===== config.mk =====
export PLATFORM = sky130hd
export DESIGN_NAME = mem_stage
export DESIGN_NICKNAME = d
export VERILOG_FILES = /design/src/rtl/mem_stage.sv
export SDC_FILE = /design/constraint.sdc
export NUM_CORES = 1
export LEC_CHECK = 0
export ABC_AREA = 1
export CAP_MARGIN = 15
export CORE_MARGIN = 4
export CORE_UTILIZATION = 38
export CTS_CLUSTER_DIAMETER = 150
export DETAILED_ROUTE_END_ITERATION = 16
export PLACE_DENSITY = 0.77
export SETUP_SLACK_MARGIN = 0.4
export SLEW_MARGIN = 5
export SYNTH_ARGS = -nofsm -noshare
export SYNTH_HDL_FRONTEND = slang
export SYNTH_SLANG_ARGS = --single-unit

===== constraint.sdc =====
create_clock -name clk -period 4.5 [get_ports clk]
set_input_delay 0.675 -clock clk [delete_from_list [all_inputs] [get_ports clk]]
set_output_delay 0.675 -clock clk [all_outputs]
set_load 0.02 [all_outputs]

===== src/rtl/mem_stage.sv =====
// rtl/mem_stage.sv - memory pipeline stage: data bus access, load/store lane alignment, ME/WB register
// Bus accesses hold the pipeline via stall_M until ack, or until a 16-cycle timeout drops the access.
module mem_stage (
  input  logic        clk,
  input  logic        rst,
  input  logic [31:0] ALU_result_M,
  input  logic [31:0] write_data_M,
  input  logic [4:0]  rd_M,
  input  logic [1:0]  wb_ctrl_M,
  input  logic        we_reg_M,
  input  logic        we_mem_M,
  input  logic [2:0]  ls_type_M,
  input  logic [31:0] PC_M,
  output logic        dbus_req,
  output logic        dbus_we,
  output logic [31:0] dbus_addr,
  output logic [31:0] dbus_wdata,
  output logic [3:0]  dbus_be,
  input  logic [31:0] dbus_rdata,
  input  logic        dbus_ack,
  output logic        stall_M,
  output logic        misalign_M,
  output logic        bus_err_M,
  output logic [31:0] ALU_result_W,
  output logic [31:0] mem_data_W,
  output logic [4:0]  rd_W,
  output logic [1:0]  wb_ctrl_W,
  output logic        we_reg_W,
  output logic [31:0] PC_W
);

  typedef enum logic {IDLE, WAIT} state_t;
  typedef enum logic [1:0] {SZ_BYTE, SZ_HALF, SZ_WORD} size_t;

  state_t      state;
  logic [3:0]  wait_cnt;
  size_t       size;
  logic        is_unsigned;
  logic        load;
  logic        store;
  logic        mem_op;
  logic        misaligned;
  logic        req_raw;
  logic        timeout;
  logic        bubble;
  logic [1:0]  addr_lo;
  logic [7:0]  ld_byte;
  logic [15:0] ld_half;
  logic [31:0] ld_data;
  logic [3:0]  st_be;
  logic [31:0] st_data;

  assign addr_lo = ALU_result_M[1:0];
  assign load    = (wb_ctrl_M == 2'b01) && we_reg_M;
  assign store   = we_mem_M;
  assign mem_op  = load || store;

  always_comb begin
    size        = SZ_WORD;
    is_unsigned = 1'b0;
    case (ls_type_M)
      3'b000: size = SZ_BYTE;
      3'b001: size = SZ_HALF;
      3'b100: begin size = SZ_BYTE; is_unsigned = 1'b1; end
      3'b101: begin size = SZ_HALF; is_unsigned = 1'b1; end
      default: size = SZ_WORD;
    endcase
  end

  assign misaligned = mem_op && (((size == SZ_HALF) && addr_lo[0]) ||
                                 ((size == SZ_WORD) && (addr_lo != 2'b00)));

  // Raw request ignores rst so the FSM sees it; external outputs are forced low during reset.
  assign req_raw = (state == WAIT) || ((state == IDLE) && mem_op && !misaligned);
  assign timeout = (state == WAIT) && !dbus_ack && (wait_cnt == 4'd15);

  assign dbus_req   = !rst && req_raw;
  assign dbus_we    = dbus_req && store;
  assign dbus_addr  = {ALU_result_M[31:2], 2'b00};
  assign stall_M    = dbus_req && !dbus_ack && !((state == WAIT) && (wait_cnt == 4'd15));
  assign misalign_M = !rst && misaligned;
  assign bus_err_M  = !rst && timeout;

  always_comb begin
    st_be   = 4'b1111;
    st_data = write_data_M;
    case (size)
      SZ_BYTE: begin
        st_be   = 4'b0001 << addr_lo;
        st_data = {4{write_data_M[7:0]}};
      end
      SZ_HALF: begin
        st_be   = 4'b0011 << addr_lo;
        st_data = {2{write_data_M[15:0]}};
      end
      default: begin
        st_be   = 4'b1111;
        st_data = write_data_M;
      end
    endcase
  end

  assign dbus_be    = store ? st_be : 4'b0000;
  assign dbus_wdata = st_data;

  always_comb begin
    ld_byte = dbus_rdata[7:0];
    case (addr_lo)
      2'd0: ld_byte = dbus_rdata[7:0];
      2'd1: ld_byte = dbus_rdata[15:8];
      2'd2: ld_byte = dbus_rdata[23:16];
      default: ld_byte = dbus_rdata[31:24];
    endcase
  end

  assign ld_half = addr_lo[1] ? dbus_rdata[31:16] : dbus_rdata[15:0];

  always_comb begin
    ld_data = dbus_rdata;
    case (size)
      SZ_BYTE: ld_data = is_unsigned ? {24'd0, ld_byte} : {{24{ld_byte[7]}}, ld_byte};
      SZ_HALF: ld_data = is_unsigned ? {16'd0, ld_half} : {{16{ld_half[15]}}, ld_half};
      default: ld_data = dbus_rdata;
    endcase
  end

  always_ff @(posedge clk or posedge rst) begin
    if (rst) begin
      state    <= IDLE;
      wait_cnt <= 4'd0;
    end else begin
      case (state)
        IDLE: begin
          if (req_raw && !dbus_ack) begin
            state    <= WAIT;
            wait_cnt <= 4'd0;
          end
        end
        WAIT: begin
          if (dbus_ack || (wait_cnt == 4'd15)) begin
            state <= IDLE;
          end else begin
            wait_cnt <= wait_cnt + 4'd1;
          end
        end
        default: state <= IDLE;
      endcase
    end
  end

  // Stalled, timed-out and misaligned instructions all leave a bubble in W.
  assign bubble = stall_M || timeout || misaligned;

  always_ff @(posedge clk or posedge rst) begin
    if (rst) begin
      ALU_result_W <= 32'd0;
      mem_data_W   <= 32'd0;
      rd_W         <= 5'd0;
      wb_ctrl_W    <= 2'd0;
      we_reg_W     <= 1'b0;
      PC_W         <= 32'd0;
    end else if (bubble) begin
      ALU_result_W <= 32'd0;
      mem_data_W   <= 32'd0;
      rd_W         <= 5'd0;
      wb_ctrl_W    <= 2'd0;
      we_reg_W     <= 1'b0;
      PC_W         <= 32'd0;
    end else begin
      ALU_result_W <= ALU_result_M;
      mem_data_W   <= load ? ld_data : 32'd0;
      rd_W         <= rd_M;
      wb_ctrl_W    <= wb_ctrl_M;
      we_reg_W     <= we_reg_M;
      PC_W         <= PC_M;
    end
  end

endmodule


After elaboration in Yosys (flattened, before gate mapping)
Index checks and enable logic that the tools add are counted.
{"block": "word_totals", "output_inout_bits": 177, "word_cells": 80, "register_bits": 109, "input_bits": 143}
{"block": "classes", "mux": 23, "eq_ne": 11, "shifts": 2, "n_addsub": 1, "n_reduce_logical": 34, "n_bitwise": 1}
{"operator": "two-way mux 32 bit", "n": 6}
{"operator": "one-hot mux 32 bit (2 select lines)", "n": 2}
{"operator": "one-hot mux 8 bit (3 select lines)", "n": 1}
{"operator": "logical AND 1 bit", "n": 16}
{"operator": "two-way mux 16 bit", "n": 1}
{"operator": "one-hot mux 4 bit (2 select lines)", "n": 2}
{"operator": "two-way mux 4 bit", "n": 3}
{"operator": "== test 2 x 1 -> 1 bit (second input constant)", "n": 3}
{"operator": "== test 3 bit (second input constant)", "n": 2}
{"operator": "logical OR 1 bit", "n": 6}
{"operator": "OR reduction 2 bit", "n": 3}
{"operator": "two-way mux 5 bit", "n": 1}
{"operator": "adder 4 x 1 -> 4 bit (second input constant)", "n": 1}
{"operator": "== test 2 bit (second input constant)", "n": 2}
{"operator": "== test 4 bit (second input constant)", "n": 1}
{"operator": "logical NOT 1 bit", "n": 4}
{"operator": "logical NOT 2 bit", "n": 2}
{"operator": "two-way mux 1 bit", "n": 4}
{"operator": "one-hot mux 2 bit (2 select lines)", "n": 1}
{"operator": "left shift 1 x 2 -> 4 bit (first input constant)", "n": 1}
{"operator": "left shift 2 x 2 -> 4 bit (first input constant)", "n": 1}
{"operator": "== test 3 x 1 -> 1 bit (second input constant)", "n": 1}
{"operator": "logical NOT 3 bit", "n": 1}
{"operator": "two-way mux 2 bit", "n": 1}
{"operator": "other kinds (6)", "n": 6}

Depth between registers and ports, before layout
Gate-level depths: netlist of the first run.
{"block": "depth", "depth_word": 16, "ltp_mapped": 11, "ltp_nobuf": 8}

Worst setup path after synthesis of the first run
OpenSTA, ideal clock, no wires.
{"block": "synth_path", "kind": "input port to output port", "startpoint": "input rst", "endpoint": "output dbus_we", "required_time_ps": 3825, "path_slack_ps": 245, "arrival_ps": 3580, "path_buffers": 0, "cell_stages": 3, "cell_sequence": "inv_1 -> nand2_1 -> nor2_1"}
{"block": "synth_between", "elab_chain_cells": 3}
{"element": "from (decl)", "line_no": "5", "rtl": "input logic rst,"}
{"element": "logical NOT 1 bit (no source line)"}
{"element": "logical AND 1 bit", "line_no": "77", "rtl": "assign dbus_req = !rst && req_raw;"}
{"element": "logical AND 1 bit", "line_no": "78", "rtl": "assign dbus_we = dbus_req && store;"}
{"element": "to (decl)", "line_no": "15", "rtl": "output logic dbus_we,"}
Every way passes these cells.

Worst setup path after layout of the first run
{"block": "layout_path", "startpoint": "input ls_type_M[1]", "endpoint": "output dbus_be[2]"}
{"block": "layout_between", "elab_chain_cells": 6, "word_cells_on_any_way": 11, "cone_classes": "eq/ne: 4; mux: 3; reduce/logical: 4"}
{"element": "from (decl)", "line_no": "12", "rtl": "input logic [2:0] ls_type_M,"}
{"element": "== test 3 bit, or another cell as far along", "line_no": "61", "rtl": "case (ls_type_M)"}
{"element": "OR reduction 2 bit (no source line)"}
{"element": "one-hot mux 2 bit (2 select lines) *", "line_no": "61"}
{"element": "== test 2 x 1 -> 1 bit or logical NOT 2 bit (tied branches)", "line_no": "87", "rtl": "case (size)"}
{"element": "one-hot mux 4 bit (2 select lines) *", "line_no": "87"}
{"element": "two-way mux 4 bit *", "line_no": "103", "rtl": "assign dbus_be = store ? st_be : 4'b0000;"}
{"element": "to (decl)", "line_no": "18", "rtl": "output logic [3:0] dbus_be,"}
Mark *: on every way between the ends. The rest lies on a longest branch, timed or not.

==> results of run 1 <==
-- metrics by stage --
stage               area [um2]  utilization  hold WS [ns]  instances
floorplan                 5356            -        0.4681        627
global placement          8270       0.5981        0.4899       1061
detailed placement        8270       0.5981        0.5000       1061
CTS                       8587       0.6210        0.5180       1077
global route              8587       0.6210        0.5374       1077
finish                    8587       0.6210        0.5191       1077
-- area by class of cell --
| type | count | area, um2 | share of cell area |
|---|---|---|---|
| Clock buffer | 9 | 225.2 | 0.02623 |
| Clock inverter | 7 | 91.34 | 0.01064 |
| Inverter | 97 | 370.4 | 0.04313 |
| Multi-Input combinational cell | 352 | 1717 | 0.1999 |
| Sequential cell | 109 | 2728 | 0.3176 |
| Tap cell | 180 | 225.2 | 0.02623 |
| Timing Repair Buffer | 323 | 3231 | 0.3762 |
-- cells in the mapped netlist, drive strengths merged --
library cell / count / area share
nor3: 1 / 0.00093
nor2: 115 / 0.11
clkbuf: 10 / 0.0070
nand3: 23 / 0.022
dfrtp: 109 / 0.51
nand4: 16 / 0.019
buf: 59 / 0.095
xor2: 1 / 0.0016
ha: 1 / 0.0023
nand2: 133 / 0.096
nor4: 1 / 0.0012
conb: 1 / 0.00070
or2: 18 / 0.021
o21ai: 19 / 0.018
o211ai: 9 / 0.013
a21oi: 11 / 0.010
inv: 97 / 0.069
a221oi: 2 / 0.0033
-- kinds of logic (layout without fill, tap and decap cells) --
family          Yosys count  count (layout)  synth area share
compound gates           41              41           0.04398
xor+xnor                  1               1          0.001638
buf+inv                 166             436            0.1708
flops                   109             109            0.5099
fa+ha+maj                 1               1          0.002339
other cells               1               2         0.0007011
simple gates            307             307            0.2706
-- worst min-delay path, cell delays in order (launching register included) --
cell     delay, ns
dfrtp_1       0.38
nand2_1       0.06
nand2_1       0.05
-- final timing paths --
check	from	to	slack (ns)	cells after the start
worst max register to register	wait_cnt[0]	PC_W[13]	2.11	8
min in group asynchronous	rst	PC_W[31]	0.90	3
worst max-delay path	ls_type_M[1]	dbus_be[2]	0.90	6
worst min-delay path	wait_cnt[1]	wait_cnt[1]	0.52	2
worst min register to register	wait_cnt[1]	wait_cnt[1]	0.52	2
max in group asynchronous	rst	ALU_result_W[14]	2.29	4
-- sequential cells by signal, indices dropped and copies added (netlist names) --
register      flops
PC_W             32
ALU_result_W     32
wb_ctrl_W         2
state             1
wait_cnt          4
we_reg_W          1
mem_data_W       32
rd_W              5
-- power groups by stage --
stage / Sequential, uW / Combinational [uW] / Clock [uW]
2_1_floorplan: 1170 / 304 / 0
3_3_place_gp: 1090 / 726 / 0
3_5_place_dp: 1090 / 734 / 0
4_1_cts: 1070 / 736 / 858
5_1_grt: 1080 / 779 / 901
6_report: 1070 / 727 / 838
-- routing by layer --
layer | part of all wire | vias up | wire [um]
met5 | 0 | - | 0
met4 | 0.041 | 0 | 713
met3 | 0.089 | 38 | 1556
met2 | 0.53 | 232 | 9153
met1 | 0.34 | 2251 | 5964
li1 | - | 2374 | -
==> metrics, run 1 <==
final WL around 17 mm; Setup Crit Path Kind in -> out; Synth Instances 626; Most Crowded Layer GR met2; share of cells above drive strength 1 0.1271; Net Sw Power between 700 and 800 uW; synthesized area per cell between 8 and 9 um2; part of the power in registers 0.406; cts repair resizes 0; H-tree levels 3; initial antenna violation count 0; CTS hold repair buffers 0; Starting Density 0.3868; Startpoint Class input port; status finished, final reports clean; Overflow after GRT 0; met2 Resource Use GR 0.3895; full die area 16040 um2; Critical Path RT 3.83 ns; Die Y 126.6 um; Worst-Skew Late Latency approximately 0.34 ns; Placement Setup Slack 0.9131 ns; Ys Warns 0; min cycle time layout 3.599 ns; Die Wd 126.6 um; Mapped Area 5349 um2; clock buffers created by TritonCTS 9; RSZ-0062 raised after global routing false; CP Cell Sequence clkdlybuf4s50_1, buf_4, inv_1, buf_4, a21oi_1, clkdlybuf4s50_1; final setup margin 0.9010 ns; met3 GRT Util 0.06947; IO Pins 320; vias in the first global route 5019; final hold violation count 0; initial drt markers approximately 280; Static Leak 0.004039 uW; clock share of power 0.318; DRC viols 0; flop and latch count out of synthesis 109; Setup crit end kind output port; area grow syn2layout 60.54%; core area 13830 um2; DRT Pass-1 Iters 4; Worst Tran Pin Value 0.9888 ns; setup_tns 0 ns; Crit path max-delay family buffers and inverters; Int Pwr 1840 uW; Critical Path AT 2.92 ns; most frequent cells in the layout clkdlybuf4s50_1 (317), nand2_1 (128), dfrtp_1 (109); I/O Buffers 317; Row Count 43; worst clock skew roughly 0.0093 ns; Hold WC Path Type reg -> reg; CP peak stage delay 0.63 ns; Worst path slowest cell clkdlybuf4s50_1; placed wire-length estimate between 10 and 15 mm; via count 4895; Max IR drop VDD 223.5 uV; sequential element share of the synthesized area 0.5099; Layout Nets 1036; P per Cell Area just over 300 nW/um2; CP bufs+invs 5; Final ANT Viol Nets 0; clock sink count 109; Global Route Usage Sum 0.2125; routability cong. 0.8861; Sw Share 0.3014; slew margin rel. 0.3401; FILL cells 1197; CTS clk-pin slew, worst paths ~0.08 ns; TritonCTS clock tree yes; period utilization 0.7998; first-pass GRT wire length 26.66 mm; Distinct cells, synth 29; antenna cells 0; CTS Buffer Depth 2; max-cap violations 0; Crit Path Max Fanout 32; CTS root buf clkbuf_16; post-DR vias/cell 4.545; commonest non-fill, non-tap cell in the layout clkdlybuf4s50_1; Routed WL per cell 16.14 um; setup bufs post-CTS 0; largest net degree at the start of global routing 75; Max Freq 277.9 MHz; Slew Viols, Final 0; met1 Use GR 0.2207; Power, Total 2634 uW; Final Setup Violations 0; Comb power frac 0.276
Power figures use the tool's default switching activity.
==> inputs of run 2 (changes only) <==
- CORE_UTILIZATION: 38 -> 34
- PLACE_DENSITY: 0.77 -> 0.73
- clock period: 4.5 -> 2.95 ns (I/O delays scaled with it)
==> metrics, run 2 (synthesized netlist as in run 1, its figures left out) <==
commonest non-fill, non-tap cell in the layout clkdlybuf4s50_1; largest net degree at the start of global routing 56; full die area 17800 um2; Final ANT Viol Nets 0; RSZ-0062 raised after global routing false; Hold Crit Depth 2; FILL cells 1395; placed instance area 8389 um2; Slew Viols, Final 0; flip-flop and latch area approximately 2700 um2; Setup crit end kind output port; multi-input logic area 1719 um2; biggest regs ALU_result_W: 32 flops, PC_W: 32 flops, mem_data_W: 32 flops; routability cong. 0.8729; slew margin rel. 0.5319; via count approximately 5000; DRT Pass-1 Iters 4; clock sink count 109; final WL 17.45 mm; Global Route Usage Sum 0.1926; vias in the first global route 4968; DRC viols 0; worst clock skew 0.006166 ns; Static Leak 0.004209 uW; Startpoint Class input port; Row Count 45; final hold violation count 0; IO Pins 320; H-tree levels 3; Die Wd 133.4 um; Max IR drop VDD 346.0 uV; Worst-Skew Late Latency around 0.34 ns; Critical Path RT 2.51 ns; area grow syn2layout 62.88%; most frequent cells in the layout clkdlybuf4s50_1 (292), nand2_1 (128), dfrtp_1 (109); Starting Density 0.3493; Final Setup Violations 0; worst r2r path cells 8; TritonCTS clock tree yes; Hold WC Path Type reg -> reg; max-cap violations 0; CTS hold repair buffers 0; I/O Buffers 317; min cycle time layout 2.417 ns; Finished Cell Area 8712 um2; placed wire-length estimate approximately 14 mm; CTS root buf clkbuf_16; period utilization 0.8193; post-DR vias/cell approximately 4.4; Routed WL per cell roughly 16 um; Worst Tran Pin Value between 0.7 and 0.8 ns; Overflow after GRT 0; setup_tns 0 ns; first-pass GRT wire length ~27 mm; Die Y around 130 um; Critical Path AT between 1.5 and 2 ns; Max Freq 413.8 MHz; initial antenna violation count 1; core area 15310 um2; Layout Nets 1048; share of cells above drive strength 1 0.1408; clock buffers created by TritonCTS 9; CTS Buffer Depth 2; Setup Crit Path Kind in -> out; initial drt markers between 200 and 250; status finished, final reports clean; Crit Path Max Fanout 6; P per Cell Area roughly 450 nW/um2; CTS clk-pin slew, worst paths 0.07 ns
## run 2: power by group
group / internal, uW / total, uW / leakage [uW] / switching [uW]
clock: 655 / 1210 / 0.000151 / 555
sequential: 1600 / 1630 / 0.00141 / 33.2
combinational: 528 / 1110 / 0.00265 / 582
## run 2: worst paths after layout
check / startpoint / to / slack, ns
max: ALU_result_M[0] / dbus_be[0] / 0.53
min: wait_cnt[1] / wait_cnt[1] / 0.52
max reg2reg: wait_cnt[0] / PC_W[15] / 1.00
min reg2reg: wait_cnt[1] / wait_cnt[1] / 0.52
max in group asynchronous: rst / ALU_result_W[26] / 1.68
min in group asynchronous: rst / PC_W[2] / 0.77
## run 2: timing repair
item,CTS,global route
endpoints found under the setup margin,28,6
setup buffers,3,0
gates resized for setup,20,6
## run 2: through the flow
stage          total power, uW  hold WS, ns    util  std cells  setup slack (ns)
5_1_grt                   4139       0.5411  0.5689       1121            0.4323
2_1_floorplan             2248       0.4681       -        627           0.09947
3_5_place_dp              2794       0.4973  0.5478       1101            0.2342
6_report                  3949       0.5172  0.5689       1121            0.5331
3_3_place_gp              2784       0.4911  0.5478       1101            0.2389
4_1_cts                   4013       0.5176  0.5677       1120            0.2946
## run 2: layout make-up
type                       instances  share of cell area
clock inverter                     4            0.004308
antenna                            1           0.0002872
clock buffer                      12             0.03059
tap                              211             0.03030
multi-input combinational        352              0.1973
timing repair buffer             335              0.3816
sequential                       109              0.3131
inverter                          97             0.04251
## run 2: routing by layer
layer	wire length (um)	global-route usage	up-vias
met5	0	0	-
met4	359	0.05943	0
met3	1594	0.06986	20
met2	9249	0.3552	241
met1	6248	0.2050	2303
li1	-	-	2405
## run 2: worst max-delay path: stages
cell and delay, ns:
clkdlybuf4s50_1 0.51, inv_2 0.17, nand2_2 0.08, a21oi_1 0.13, clkdlybuf4s50_1 0.63
==> inputs of run 3 (changes only) <==
- CORE_UTILIZATION: 34 -> 38
- PLACE_DENSITY: 0.73 -> 0.77
- clock period: 2.95 -> 2.45 ns (I/O delays scaled with it)
==> metrics, run 3 (synthesized netlist as in run 1, its figures left out) <==
worst clock skew 0.008949 ns; Die Y 126.6 um; H-tree levels 3; initial drt markers 221; area grow syn2layout 64.84%; multi-input logic area 1743 um2; P per Cell Area between 500 and 600 nW/um2; biggest regs ALU_result_W: 32 flops, PC_W: 32 flops, mem_data_W: 32 flops; Final Setup Violations 0; final setup margin 0.4605 ns; Max Freq 502.6 MHz; Startpoint Class input port; final WL between 15 and 20 mm; Max IR drop VDD 301.1 uV; Routed WL per cell 15.89 um; clock share of power 0.294; Starting Density 0.3868; Sw Share 0.2885; share of cells above drive strength 1 0.1690; Static Leak ~0.0043 uW; Placement Setup Slack -0.08928 ns; worst r2r path cells 9; final hold violation count 0; DRC viols 0; Hold Crit Depth 3; min cycle time layout 1.990 ns; routability cong. 0.8662; first-pass GRT wire length 26.72 mm; post-DR vias/cell between 4 and 5; max-cap violations 0; DRT Pass-1 Iters 4; largest net degree at the start of global routing 110; period utilization 0.8121; setup_tns 0 ns; Layout Nets 1065; Critical Path AT 1.62 ns; TritonCTS clock tree yes; core area 13830 um2; Worst-Skew Late Latency ~0.34 ns; most frequent cells in the layout clkdlybuf4s50_1 (277), nand2_1 (127), dfrtp_1 (109); Worst Tran Pin Value between 0.6 and 0.7 ns; CTS root buf clkbuf_16; flip-flop and latch area 2728 um2; Hold WC Path Type in -> reg; status finished, final reports clean; clock buffers created by TritonCTS 9; Slew Viols, Final 0; Net Sw Power 1364 uW; Setup crit end kind output port; CTS hold repair buffers 0; FILL cells between 1000 and 1500; initial antenna violation count 1; slew margin rel. 0.5886; RSZ-0062 raised after global routing false; Final ANT Viol Nets 0; Comb power frac 0.290; Setup Crit Path Kind in -> out; CTS Buffer Depth 2; CTS clk-pin slew, worst paths ~0.070 ns; via count ~5100; Die Wd 126.6 um; part of the power in registers 0.416; Crit Path Max Fanout 13; IO Pins 320; Critical Path RT 2.08 ns; Int Pwr 3362 uW; full die area 16040 um2; commonest non-fill, non-tap cell in the layout clkdlybuf4s50_1; Global Route Usage Sum 0.2148; placed wire-length estimate 14.01 mm; I/O Buffers 317; vias in the first global route 5108; clock sink count 109; Row Count 43; Overflow after GRT 0
[run 3: power groups by stage]
stage / clock [uW] / combinational [uW] / sequential [uW]
CTS: 1440 / 1390 / 1960
finish: 1390 / 1370 / 1960
floorplan: 0 / 559 / 2150
global placement: 0 / 1390 / 1990
detailed placement: 0 / 1400 / 2000
global route: 1510 / 1470 / 1980
[run 3: timing repair]
| item | 4_1_cts | 5_1_grt |
|---|---|---|
| endpoints found under the setup margin | 33 | 16 |
| pin swaps | 1 | 2 |
| buffers inserted | 2 | 1 |
| gates resized for setup | 56 | 27 |
[run 3: worst max-delay path, stage by stage]
cell and delay, ns:
dlygate4sd2_1 0.27, buf_4 0.16, nor2_4 0.16, buf_12 0.15
nand2_1 0.06, o211ai_1 0.11, clkdlybuf4s15_1 0.34
[run 3: path summary, 6_finish.rpt]
| kind | from | endpoint | slack [ns] |
|---|---|---|---|
| max in group asynchronous | rst | rd_W[3] | 1.35 |
| setup / recovery | ls_type_M[1] | dbus_wdata[29] | 0.46 |
| setup reg to reg | wait_cnt[1] | mem_data_W[18] | 0.67 |
| hold reg to reg | wait_cnt[3] | wait_cnt[3] | 0.55 |
| min in group asynchronous | rst | PC_W[0] | 0.58 |
| hold / removal | we_reg_M | we_reg_W | 0.30 |
[run 3: through the flow]
stage | area [um2] | utilization | instances | power (uW) | hold slack (ns)
after CTS | 8793 | 0.6360 | 1102 | 4794 | 0.5134
after detailed placement | 8528 | 0.6168 | 1087 | 3399 | 0.5140
final | 8817 | 0.6377 | 1104 | 4726 | 0.2956
after global placement | 8528 | 0.6168 | 1087 | 3378 | 0.4936
after floorplan | 5356 | - | 627 | 2706 | 0.4681
after global routing | 8817 | 0.6377 | 1104 | 4959 | 0.3021
[run 3: final cells by class]
type,count,area share
sequential,109,0.3094
multi-input combinational,352,0.1977
timing repair buffer,352,0.3938
antenna,1,0.0002838
clock buffer,9,0.02554
inverter,97,0.04200
clock inverter,4,0.005818
tap,180,0.02554
[run 3: routing by layer]
layer | wire (um) | track usage | up-vias
li1 | - | - | 2428
met1 | 5882 | 0.2179 | 2341
met2 | 9413 | 0.4016 | 252
met3 | 1705 | 0.07958 | 32
met4 | 537 | 0.07571 | 0
met5 | 0 | 0 | -
